===== src/rtl/led_pkg.sv =====
// Shared encodings and parameter helpers for the LED pattern sequencer.
package led_pkg;

   typedef enum logic [0:0] {
      S_IDLE = 1'b0,
      S_PLAY = 1'b1
   } led_state_t;

   localparam int DEF_CLK_FREQ = 16_000_000;
   localparam int DEF_STEP_HZ  = 8;

   // Clock cycles per pattern step.
   function automatic int calc_div(input int clk_freq, input int step_hz);
      return clk_freq / step_hz;
   endfunction

   // A step must span at least two cycles so the terminal count differs from the load value.
   function automatic bit div_ok(input int div);
      return div >= 2;
   endfunction

endpackage


===== src/rtl/tick_gen.sv =====
// Step-rate prescaler: counts 0..DIV-1 and flags the terminal count.
module tick_gen #(
   parameter int DIV = 4
) (
   input  logic CLK,
   input  logic RST,
   input  logic CLR,
   output logic TICK
);

   localparam int               CNT_W    = $clog2(DIV);
   localparam logic [CNT_W-1:0] CNT_LAST = CNT_W'(DIV - 1);

   logic [CNT_W-1:0] cnt_q;

   assign TICK = (cnt_q == CNT_LAST);

   // Wrap counter; CLR restarts a step so it lasts exactly DIV cycles.
   always_ff @(posedge CLK) begin
      if (RST || CLR) begin
         cnt_q <= '0;
      end else if (TICK) begin
         cnt_q <= '0;
      end else begin
         cnt_q <= cnt_q + CNT_W'(1);
      end
   end

endmodule


===== src/rtl/led_pattern_seq.sv =====
// Plays a handshaked on/off pattern on the LED at a fixed step rate, PWM-dimmed.
//
//  state  | meaning
//  -------+------------------------------------------------------------
//  S_IDLE | no pattern; PAT_READY high, LED dark
//  S_PLAY | stepping through pat_q MSB first, one step per prescaler tick
module led_pattern_seq
   import led_pkg::*;
#(
   parameter int CLK_FREQ = DEF_CLK_FREQ,
   parameter int STEP_HZ  = DEF_STEP_HZ,
   parameter int PAT_W    = 16,
   parameter int PWM_W    = 4
) (
   input  logic             CLK,
   input  logic             RST,
   input  logic [PAT_W-1:0] PAT_DATA,
   input  logic             PAT_VALID,
   output logic             PAT_READY,
   input  logic             REPEAT,
   input  logic [PWM_W-1:0] BRIGHT,
   output logic             BUSY,
   output logic             LED
);

   localparam int               DIV      = calc_div(CLK_FREQ, STEP_HZ);
   localparam int               IDX_W    = $clog2(PAT_W);
   localparam logic [IDX_W-1:0] IDX_LAST = IDX_W'(PAT_W - 1);

   if (!div_ok(DIV)) begin : g_div_check
      $error("led_pattern_seq: CLK_FREQ/STEP_HZ must be at least 2");
   end

   led_state_t       state_q, state_d;
   logic [IDX_W-1:0] idx_q, idx_d;
   logic [PAT_W-1:0] pat_q, pat_d;
   logic [PWM_W-1:0] pwm_cnt_q;
   logic [IDX_W-1:0] bit_sel;
   logic             tick;
   logic             tick_clr;
   logic             last_step;
   logic             xfer;
   logic             pwm_on;
   logic             led_d;

   tick_gen #(
      .DIV (DIV)
   ) u_tick_gen (
      .CLK  (CLK),
      .RST  (RST),
      .CLR  (tick_clr),
      .TICK (tick)
   );

   assign last_step = (idx_q == IDX_LAST);
   // A new word is taken when idle, or on the very tick that finishes the last step,
   // so a replacement pattern follows with no gap cycle.
   assign PAT_READY = (state_q == S_IDLE) | ((state_q == S_PLAY) & tick & last_step);
   assign xfer      = PAT_VALID & PAT_READY;
   assign BUSY      = (state_q == S_PLAY);

   // Next-state, step index and pattern latch.
   always_comb begin
      state_d  = state_q;
      idx_d    = idx_q;
      pat_d    = pat_q;
      tick_clr = 1'b0;
      case (state_q)
         S_IDLE: begin
            if (xfer) begin
               state_d  = S_PLAY;
               pat_d    = PAT_DATA;
               idx_d    = '0;
               tick_clr = 1'b1;
            end
         end
         S_PLAY: begin
            if (tick) begin
               if (!last_step) begin
                  idx_d = idx_q + IDX_W'(1);
               end else if (xfer) begin
                  pat_d = PAT_DATA;
                  idx_d = '0;
               end else if (REPEAT) begin
                  idx_d = '0;
               end else begin
                  state_d = S_IDLE;
                  idx_d   = '0;
               end
            end
         end
         default: begin
            state_d = S_IDLE;
            idx_d   = '0;
         end
      endcase
   end

   // State, index and pattern registers.
   always_ff @(posedge CLK) begin
      if (RST) begin
         state_q <= S_IDLE;
         idx_q   <= '0;
         pat_q   <= '0;
      end else begin
         state_q <= state_d;
         idx_q   <= idx_d;
         pat_q   <= pat_d;
      end
   end

   assign bit_sel = IDX_LAST - idx_q;
   // All-ones brightness is forced fully on; otherwise the compare gives BRIGHT/2^PWM_W duty.
   assign pwm_on  = (BRIGHT == {PWM_W{1'b1}}) | (pwm_cnt_q < BRIGHT);
   assign led_d   = (state_q == S_PLAY) & pat_q[bit_sel] & pwm_on;

   // Free-running PWM phase and registered LED drive.
   always_ff @(posedge CLK) begin
      if (RST) begin
         pwm_cnt_q <= '0;
         LED       <= 1'b0;
      end else begin
         pwm_cnt_q <= pwm_cnt_q + PWM_W'(1);
         LED       <= led_d;
      end
   end

endmodule


===== config.mk =====
export PLATFORM = sky130hd
export DESIGN_NAME = led_pattern_seq
export DESIGN_NICKNAME = d
export VERILOG_FILES = /design/src/rtl/led_pkg.sv /design/src/rtl/tick_gen.sv /design/src/rtl/led_pattern_seq.sv
export SDC_FILE = /design/constraint.sdc
export NUM_CORES = 1
export LEC_CHECK = 0
export ABC_AREA = 1
export CAP_MARGIN = 25
export CORE_MARGIN = 3
export CORE_UTILIZATION = 55
export DETAILED_ROUTE_END_ITERATION = 8
export DONT_BUFFER_PORTS = 1
export HOLD_SLACK_MARGIN = 0.06
export PLACE_DENSITY = 0.69
export SLEW_MARGIN = 20
export SYNTH_ARGS = -nofsm -noshare
export SYNTH_HDL_FRONTEND = slang
export SYNTH_SLANG_ARGS = --single-unit

===== constraint.sdc =====
create_clock -name CLK -period 2.35 [get_ports CLK]
set_clock_uncertainty 0.05 [all_clocks]
set_input_delay 0.3525 -clock CLK [delete_from_list [all_inputs] [get_ports CLK]]
set_output_delay 0.3525 -clock CLK [all_outputs]
set_load 0.05 [all_outputs]

# --- Word-level counts from Yosys, hierarchy flattened ---
# Index checks and enable logic that the tools add are counted.
totals:
  regBits: 47
  in_bits: 24
classes:
  n_addsub: 4
  n_lt_le_gt_ge: 2
  eq_ne: 6
  mux: 17
  bitwise_logic: 8
  reduce_logical: 4
ops:
  columns: ["cell", "n"]
  rows:
  - ["$mux W16", 3]
  - ["$pmux W16 S2", 1]
  - ["$add A21 B1 Y21 const B", 1]
  - ["$eq A21 B21 Y1 const B", 1]
  - ["$mux W4", 3]
  - ["$add A4 B1 Y4 const B", 2]
  - ["$eq A4 B4 Y1 const B", 2]
  - ["$pmux W4 S2", 1]
  - ["$mux W1", 7]
  - ["$and A1 B1 Y1", 5]
  - ["$lt A4 B5 Y1 const B", 1]
  - ["$bmux W1 S4", 1]
  - ["$lt A4 B4 Y1", 1]
  - ["$ne A2 B1 Y1 const B", 2]
  - ["$reduce_and A2 Y1", 2]
  - ["$sub A4 B4 Y4 const A", 1]
  - ["$ne A2 B2 Y1 const B", 1]
  - ["$or A1 B1 Y1", 2]
  - ["$pmux W1 S2", 1]
  - ["$reduce_or A2 Y1", 1]
  - ["$logic_or A1 B1 Y1", 1]
  - ["$not A1 Y1", 1]

# --- Depth between registers and ports, before layout ---
# Gate-level depths: netlist (run 1).
logic_depth:
  ltp_word: 9
  depth_mapped: 11
  mapped_depth_nobuf: 10

# --- Hierarchy ---
# From an unflattened synthesis (run 1), not the netlist that was laid out.
hier_totals:
  cells_unflattened: 347
  area_unflattened_um2: 2438.6
by_module_without_submodules:
  columns: ["mod", "instances", "cells_each", "area_per_inst_um2"]
  rows:
  - ["led_pattern_seq", 1, 175, 1271.2]
  - ["tick_gen", 1, 172, 1167.4]

# --- Least setup slack after synthesis (run 1) ---
# No wires, ideal clock.
synth_path:
  kind: "reg-to-output"
  startpoint: "register u_tick_gen.cnt_q[0]"
  endpoint: "output port PAT_READY"
  arrival_ps: 1401
  required_ps: 1947
  slack_ps: 546
  path_stages_with_launch: 8
  path_buffers: 0
  path_cell_list: "dfxtp_1 -> ha_1 -> nand3_1 -> nor2_2 -> nand3_2 -> nand2_4 -> nand2_1 -> inv_1"
synth_between:
  elab_chain_cells: 4
synth_rtl:
  columns: ["element", "line_no", "rtl"]
  rows:
  - ["start: declaration", "tick_gen.sv:14", "logic [CNT_W-1:0] cnt_q;"]
  - ["start signal: assignment", "tick_gen.sv:25", "cnt_q <= cnt_q + CNT_W'(1);"]
  - ["$eq A21 B21 Y1", "tick_gen.sv:16", "assign TICK = (cnt_q == CNT_LAST);"]
  - ["$and A1 B1 Y1 (2 in series)", "led_pattern_seq.sv:58", "assign PAT_READY = (state_q == S_IDLE) | ((state_q == S_PLAY) & tick & last_step);"]
  - ["$or A1 B1 Y1", "led_pattern_seq.sv:58", null]
  - ["end: declaration", "led_pattern_seq.sv:19", "output logic PAT_READY,"]
# Every way passes these cells.

# --- Worst setup path after layout (run 1) ---
# Ends and elaborated chain as after synthesis.

==> impl_metrics.json, run 1 <==
{
  "status": "finished clean",
  "grt_pass1_wl_um": 9252,
  "max_stage_delay_ps": 360,
  "min_path_type": "input port to register",
  "worstPathRequired_ps": 1950,
  "cap_viol_max_count": 0,
  "avgRoutedWirePerCell_um": 11.85,
  "cp-start-kind": "register",
  "place.gp.congestion": 0.8731,
  "hold_viol_final": 0,
  "areaGrowthSynthToFinish_pct": 7.050,
  "via_per_inst": 5.154,
  "num_io_pins": 27,
  "irDropWorstVdd_mv": 0.3685,
  "fill_cells": 391,
  "overflow": 0,
  "yosysWarnings": 0,
  "most-common-layout-cells": "78 x inv_1, 76 x nand2_1, 47 x dfxtp_1, 45 x nor2_1, 26 x a21oi_1",
  "fin_tns_setup_ps": 0,
  "initial_utilization": 0.5956,
  "grt_pass1_vias": 2110,
  "totalWireLength_um": 5155,
  "cts_buffers": 5,
  "tightest_slew_ps": 499.4,
  "synthCells": 380,
  "cts_sinks": 47,
  "synth_flop_cell": "dfxtp_1",
  "vias": 2242,
  "antenna_found_initial": 0,
  "rsz0062_at_grt": "no",
  "endpoint_kind": "output pin",
  "die_x_um": 73.45,
  "synth-seq-cells": 47,
  "period_share": 0.8968,
  "core.rowCount": 23,
  "final_area_mm2": 0.002679,
  "path_buf_inv": 2,
  "max_freq_ghz": 0.4745,
  "slew_viol_final": 0,
  "crit_slowest_cell": "dfxtp_1",
  "power_density_mw_per_mm2": 561.7,
  "hold_path.startpoint": "RST",
  "synth_area_per_cell_um2": 6.585,
  "r2r_cells": 8,
  "ff_latch_area_um2": 940.9,
  "drc_errors": 0,
  "first_pass_iters": 4,
  "clockBufferDepth": 2,
  "core_mm2": 0.004202,
  "worst_skew_pair.late_latency_ps": 300,
  "cts-root-buf": "clkbuf_8",
  "holdPathStages": 3,
  "dp_hpwl_um": 3756,
  "r2r_end": "pat_q[2]",
  "worstPathArrival_ps": 1700,
  "synth_cell_types": 28,
  "crit_type": "register to output pin",
  "track_usage": 0.2171,
  "nets": 415,
  "relSlewSlack": 0.6650,
  "place_area_mm2": 0.002574,
  "ant_nets": 0,
  "worstReg2RegStart": "idx_q[1]",
  "first_iter_violations": 86,
  "final_common_cell": "inv_1",
  "seq_area_frac_synth": 0.3760,
  "synth_edf_count": 0,
  "clk_pin_slew_ps": 90,
  "grt_max_degree": 21,
  "antenna_cells": 0,
  "period_minus_slack_ps": 2107,
  "hold_end": "idx_q[2]",
  "async_flop_share": 0,
  "leakage_nw": 1.201,
  "reg2reg_slack_ps": 560,
  "chipHeight_um": 73.45,
  "syn-num-nets": 410,
  "multi_input_area_mm2": 0.001205,
  "numPortBuffers": 0,
  "crit_fanout": 4,
  "htreeDepth": 2,
  "setup_violations": 0,
  "critical_path.top_delay_family": "simple AND/OR/NAND/NOR gates",
  "drive_above_1_share": 0.06234,
  "path_cells": "ha_1 > nand3_1 > nor2_2 > nand3_2 > nand2_4 > nand2_1 > inv_1 > buf_12",
  "cts_tree": "built",
  "die_area_mm2": 0.005395,
  "syn-cell-area_mm2": 0.002502
}
-- through the flow --
stage,hold WS [ps],utilization,setup slack (ps),cells,power [mW]
finish,180.1,0.6376,242.5,435,1.505
global route,200.7,0.6376,69.10,435,1.578
CTS,170.9,0.6358,133.2,434,1.514
detailed placement,373.1,0.6126,469.1,426,1.020
global placement,370.9,0.6126,507.6,426,1.015
floorplan,367.5,-,546.1,380,0.9874
-- routing by layer --
| layer | vias to the layer above | global-route usage | part of all wire |
|---|---|---|---|
| li1 | 1192 | - | - |
| met1 | 1007 | 0.2968 | 0.51 |
| met2 | 37 | 0.3366 | 0.44 |
| met3 | 6 | 0.04514 | 0.038 |
| met4 | 0 | 0.07847 | 0.015 |
| met5 | - | 0 | 0 |
-- Yosys cell counts (2+ instances only) --
master    instances  area, µm²
nor2_2            2      12.51
o21ai_0          13      65.06
a21oi_1          26      130.1
dfxtp_1          47      940.9
xor2_1            8      70.07
nand3_1          22      110.1
inv_1            78      292.8
nand2_1          76      285.3
ha_1              6      75.07
inv_2             3      11.26
buf_2             2      10.01
nand4_1          22      137.6
nor2_1           45      168.9
nor3_1           10      50.05
clkbuf_1          6      22.52
o21a_1            2      15.01
-- how the worst max path moves through the flow --
| stage | startpoint | end | slack [ps] | cells past startpoint |
|---|---|---|---|---|
| detailed placement | u_tick_gen.cnt_q[0] | PAT_READY | 470 | 8 |
| global placement | u_tick_gen.cnt_q[0] | PAT_READY | 510 | 8 |
| CTS | u_tick_gen.cnt_q[0] | PAT_READY | 130 | 8 |
| finish | u_tick_gen.cnt_q[0] | PAT_READY | 240 | 8 |
| floorplan | u_tick_gen.cnt_q[0] | PAT_READY | 550 | 7 |
| global route | u_tick_gen.cnt_q[0] | PAT_READY | 70 | 8 |
-- flip-flops by register name, indices dropped and copies added (netlist names) --
name              cells
pat_q                16
LED                   1
u_tick_gen.cnt_q     21
idx_q                 4
BUSY                  1
pwm_cnt_q             4
-- layout make-up --
cell class	instances	share of cell area
Clock buffer	6	0.03083
Clock inverter	1	0.001868
Inverter	82	0.1149
Multi-Input combinational cell	241	0.4498
Sequential cell	47	0.3512
Tap cell	50	0.02335
Timing Repair Buffer	8	0.02802
-- timing repair --
| action | 4_1_cts | 5_1_grt |
|---|---|---|
| gates resized for setup | 0 | 0 |
| endpoints found under the setup margin | 0 | 1 |
| buffers inserted | 0 | 1 |
| hold buffers | 1 | 0 |
| hold endpoints to repair | 6 | 0 |
-- power breakdown --
part / switching [mW] / internal [mW]
sequential: 0.0152 / 0.824
combinational: 0.105 / 0.0608
clock: 0.268 / 0.231
-- logic make-up after synthesis --
family	share of synthesized area
AND/OR/NAND/NOR	0.3305
buffers and inverters	0.1425
flip-flops	0.3760
AO/OA/AOI/OAI	0.08950
XOR/XNOR	0.03150
adder cells (fa/ha/maj)	0.03000
-- worst reg2reg max path: stages (launching register included) --
cell     delay (ps)
dfxtp_1         490
ha_1            260
nand3_1         140
nand2_1         110
buf_4           230
nand3_4         210
nand2_1         110
inv_1            40
nor2_1          100
Note: power is estimated with default switching activity, not from simulation.
==> run 2, diff against run 1 <==
Settings changed: CORE_ASPECT_RATIO set to 0.6, CORE_UTILIZATION 55 to 40, PLACE_DENSITY 0.69 to 0.53.
==> impl_metrics.json, run 2 (synthesis gave the netlist of run 1 again) <==
{
  "fill_cells": 630,
  "worstReg2RegStart": "u_tick_gen.cnt_q[0]",
  "setup_violations": 0,
  "internal-power_mw": 1.149,
  "largest_reg_flops": 21,
  "htreeDepth": 2,
  "avgRoutedWirePerCell_um": 12.27,
  "final_common_cell": "inv_1",
  "numPortBuffers": 0,
  "grt_pass1_vias": 1843,
  "die_area_mm2": 0.007272,
  "seqPwrFrac": 0.546,
  "endpoint_kind": "output pin",
  "first_iter_violations": 136,
  "worstPathRequired_ps": 1950,
  "top_regs": "u_tick_gen.cnt_q x21, pat_q x16",
  "period_share": 0.9261,
  "max_stage_delay_ps": 360,
  "period_minus_slack_ps": 2176,
  "cap_viol_max_count": 0,
  "dpl_worst_slack_ps": 463.6,
  "met1Wirelength_um": 3438,
  "path_cells": "ha_1 > nand3_1 > nor2_2 > nand3_2 > nand2_4 > nand2_1 > inv_1",
  "min_path_type": "input port to register",
  "dr_wl_met3_um": 445,
  "path_buf_inv": 1,
  "initial_utilization": 0.4309,
  "r2r_end": "pat_q[5]",
  "drc_errors": 0,
  "dp_hpwl_um": 4309,
  "worstPathArrival_ps": 1770,
  "rsz0062_at_grt": "no",
  "irDropWorstVdd_mv": 0.2516,
  "cp-start-kind": "register",
  "final_area_mm2": 0.002716,
  "chipHeight_um": 67.27,
  "worst_skew_pair.late_latency_ps": 290,
  "via_per_inst": 4.734,
  "p_sw_frac": 0.2526,
  "core_mm2": 0.005807,
  "postCtsSetupBuffers": 0,
  "num_io_pins": 27,
  "drive_above_1_share": 0.06218,
  "track_usage": 0.1629,
  "clk_pin_slew_ps": 90,
  "fin_tns_setup_ps": 0,
  "regMostFlops": "u_tick_gen.cnt_q",
  "critical_path.startpoint": "u_tick_gen.cnt_q[0]",
  "cts_buffers": 5,
  "cts-root-buf": "clkbuf_8",
  "maxUsedRoutingLayer": "met3",
  "reg2reg_slack_ps": 460,
  "grt_pass1_wl_um": 9252,
  "p_sw_uw": 388.2,
  "totalWireLength_um": 5717,
  "endpoint": "PAT_READY",
  "die_x_um": 108.1,
  "ant_nets": 0,
  "cp.depth": 7,
  "layout_setup_ws_ps": 173.7,
  "relSlewSlack": 0.6170,
  "met2_length_um": 1833,
  "utilization": 0.4678,
  "crit_type": "register to output pin",
  "leakage_nw": 1.202,
  "tightest_slew_ps": 571.0,
  "status": "finished clean",
  "place_area_mm2": 0.002606,
  "clockBufferDepth": 2,
  "critical_path.top_delay_family": "simple AND/OR/NAND/NOR gates",
  "vias": 2206,
  "first_pass_iters": 6,
  "antenna_cells": 0,
  "crit_slowest_cell": "dfxtp_1",
  "cts_tree": "built",
  "p_clk_frac": 0.348,
  "r2r_cells": 10,
  "areaGrowthSynthToFinish_pct": 8.550,
  "place.gp.congestion": 0.7982,
  "holdPathStages": 3,
  "crit_fanout": 4,
  "holdWs_ps": 200.4,
  "core.rowCount": 21,
  "hold_viol_final": 0,
  "cts_sinks": 47,
  "grt_max_degree": 21,
  "nets": 415,
  "slew_viol_final": 0,
  "overflow": 0,
  "antenna_found_initial": 0,
  "most-common-layout-cells": "78 x inv_1, 76 x nand2_1, 47 x dfxtp_1, 45 x nor2_1, 26 x a21oi_1",
  "power_density_mw_per_mm2": 565.9,
  "comb_power_share": 0.105,
  "max_freq_ghz": 0.4595
}
==> run 2: cell count changes in the layout (fill, tap and decap cells not counted) <==
cell,delta
clkinv_2,-1
clkbuf_8,+1
clkbuf_1,+1
buf_4,+1
buf_12,-1
==> run 2: how the worst min path moves through the flow <==
stage | slack (ps) | endpoint | from
after floorplan | 370 | u_tick_gen.cnt_q[0] | u_tick_gen.cnt_q[0]
after global placement | 370 | pwm_cnt_q[0] | RST
after detailed placement | 370 | pwm_cnt_q[0] | RST
after CTS | 180 | idx_q[2] | RST
after global routing | 200 | pat_q[2] | PAT_VALID
final | 200 | idx_q[2] | RST
==> run 2: through the flow <==
stage	cells	total power, mW
floorplan	380	0.9874
global placement	457	1.017
detailed placement	457	1.018
CTS	466	1.560
global route	466	1.620
finish	466	1.537
==> run 2: worst min-delay path, cell delays in order <==
cell and delay [ps]:
a21oi_1 40, o21ai_0 70, a21oi_1 40
==> run 2: layer usage <==
layer,GRT usage,up-vias
met3,0.04011,0
li1,-,1194
met4,0.02362,0
met2,0.1819,67
met5,0,-
met1,0.2876,945
==> run 2: layout make-up <==
cell class | count | area, µm² | area share
clock buffers | 8 | 100.1 | 0.03685
inverters | 82 | 307.8 | 0.1133
multi-input cells | 241 | 1205 | 0.4436
flip-flops and latches | 47 | 940.9 | 0.3464
well taps | 80 | 100.1 | 0.03685
repair buffers | 8 | 62.56 | 0.02303
==> run 2: power groups by stage <==
stage	clock, mW	sequential, mW	combinational [mW]
floorplan	0	0.859	0.129
global placement	0	0.858	0.159
detailed placement	0	0.858	0.160
CTS	0.556	0.840	0.164
global route	0.589	0.843	0.187
finish	0.536	0.839	0.162
==> run 2: repair_timing <==
item | in CTS | in global routing
hold buffers | 1 | 0
gates resized for setup | 0 | 0
endpoints found under the hold margin | 6 | 0
==> run 3, diff against run 2 <==
Settings changed: MAX_ROUTING_LAYER set to met4.
==> impl_metrics.json, run 3 (synthesis gave the netlist of run 1 again) <==
{
  "status": "finished clean",
  "first_pass_iters": 6,
  "worstPathArrival_ps": 1770,
  "cts-root-buf": "clkbuf_8",
  "rsz0062_at_grt": "no",
  "cp-start-kind": "register",
  "dp_hpwl_um": 4309,
  "grt_pass1_vias": 1848,
  "relSlewSlack": 0.6145,
  "holdPathStages": 3,
  "hold_path.startpoint": "RST",
  "r2r_cells": 10,
  "setup_violations": 0,
  "numPortBuffers": 0,
  "slew_viol_final": 0,
  "crit_fanout": 4,
  "drive_above_1_share": 0.06218,
  "vias": 2197,
  "place.gp.congestion": 0.8096,
  "cts_tree": "built",
  "min_path_type": "input port to register",
  "avgRoutedWirePerCell_um": 12.27,
  "nets": 415,
  "clk_pin_slew_ps": 90,
  "ff_latch_area_um2": 940.9,
  "period_minus_slack_ps": 2176,
  "initial_utilization": 0.4309,
  "cap_viol_max_count": 0,
  "ant_nets": 0,
  "post_cts_resize_count": 0,
  "dpl_worst_slack_ps": 463.6,
  "worstPathRequired_ps": 1950,
  "hold_end": "idx_q[2]",
  "overflow": 0,
  "clockBufferDepth": 2,
  "areaGrowthSynthToFinish_pct": 8.550,
  "chipHeight_um": 67.27,
  "top_regs": "u_tick_gen.cnt_q x21, pat_q x16",
  "max_freq_ghz": 0.4596,
  "leakage_nw": 1.202,
  "multi_input_area_mm2": 0.001205,
  "cts_buffers": 5,
  "reg2reg_slack_ps": 460,
  "regMostFlops": "u_tick_gen.cnt_q",
  "final_area_mm2": 0.002716,
  "crit_type": "register to output pin",
  "place_area_mm2": 0.002606,
  "hold_viol_final": 0,
  "antenna_found_initial": 0,
  "endpoint_kind": "output pin",
  "fin_tns_setup_ps": 0,
  "worst_skew_pair.late_latency_ps": 300,
  "hold_buffers": 1,
  "die_area_mm2": 0.007272,
  "first_iter_violations": 128,
  "period_share": 0.9259,
  "r2r_end": "pat_q[5]",
  "core.rowCount": 21,
  "core_mm2": 0.005807,
  "grt_max_degree": 21,
  "track_usage": 0.1678,
  "layout_setup_ws_ps": 174.2,
  "utilization": 0.4678,
  "irDropWorstVdd_mv": 0.2521,
  "largest_reg_flops": 21,
  "antenna_cells": 0,
  "final_common_cell": "inv_1",
  "postCtsSetupBuffers": 0,
  "totalWireLength_um": 5716,
  "via_per_inst": 4.715,
  "htreeDepth": 2,
  "drc_errors": 0,
  "cts_sinks": 47,
  "worstReg2RegStart": "u_tick_gen.cnt_q[0]",
  "power_density_mw_per_mm2": 566.4,
  "most-common-layout-cells": "78 x inv_1, 76 x nand2_1, 47 x dfxtp_1, 45 x nor2_1, 26 x a21oi_1",
  "grt_pass1_wl_um": 9252,
  "num_io_pins": 27,
  "fill_cells": 630,
  "tightest_slew_ps": 574.7,
  "die_x_um": 108.1
}
run 3: cell counts in the layout (fill, tap and decap cells not counted):
No cell type changed its count.
run 3: power breakdown:
part           total (mW)  internal [mW]  leakage (nW)  switching, mW
registers           0.839          0.824         0.382         0.0154
clock network       0.537          0.269        0.0515          0.268
logic               0.162         0.0558         0.768          0.107
total                1.54           1.15          1.20          0.390
run 3: how the worst max path moves through the flow:
| stage | start | end | slack, ps | cells after the start |
|---|---|---|---|---|
| global placement | u_tick_gen.cnt_q[0] | u_tick_gen.cnt_q[14] | 520 | 8 |
| detailed placement | u_tick_gen.cnt_q[0] | pat_q[5] | 460 | 10 |
| global route | u_tick_gen.cnt_q[0] | PAT_READY | 20 | 7 |
| finish | u_tick_gen.cnt_q[0] | PAT_READY | 170 | 7 |
| CTS | u_tick_gen.cnt_q[0] | PAT_READY | 140 | 7 |
| floorplan | u_tick_gen.cnt_q[0] | PAT_READY | 550 | 7 |
run 3: layer usage:
layer	global-route usage	up-vias	routed length [µm]
met5	-	-	0
met4	0.02362	0	10
met2	0.1819	61	1816
met1	0.2876	938	3500
met3	0.04011	2	388
li1	-	1196	-
run 3: area by class of cell:
type                       count  area share
sequential                    47      0.3464
multi-input combinational    241      0.4436
inverter                      82      0.1133
timing repair buffer           8     0.02303
clock buffer                   8     0.03685
tap                           80     0.03685
run 3: stage by stage:
step	cells	power (mW)	hold WS (ps)
finish	466	1.539	196.6
CTS	466	1.560	180.1
global route	466	1.620	202.0
floorplan	380	0.9874	367.5
global placement	457	1.017	371.8
detailed placement	457	1.018	373.0
run 3: critical path: stages (launching register included):
cell and delay (ps):
dfxtp_1 360, ha_1 190, nand3_1 150, nor2_2 180
nand3_2 130, nand2_4 80, nand2_1 60, inv_1 330
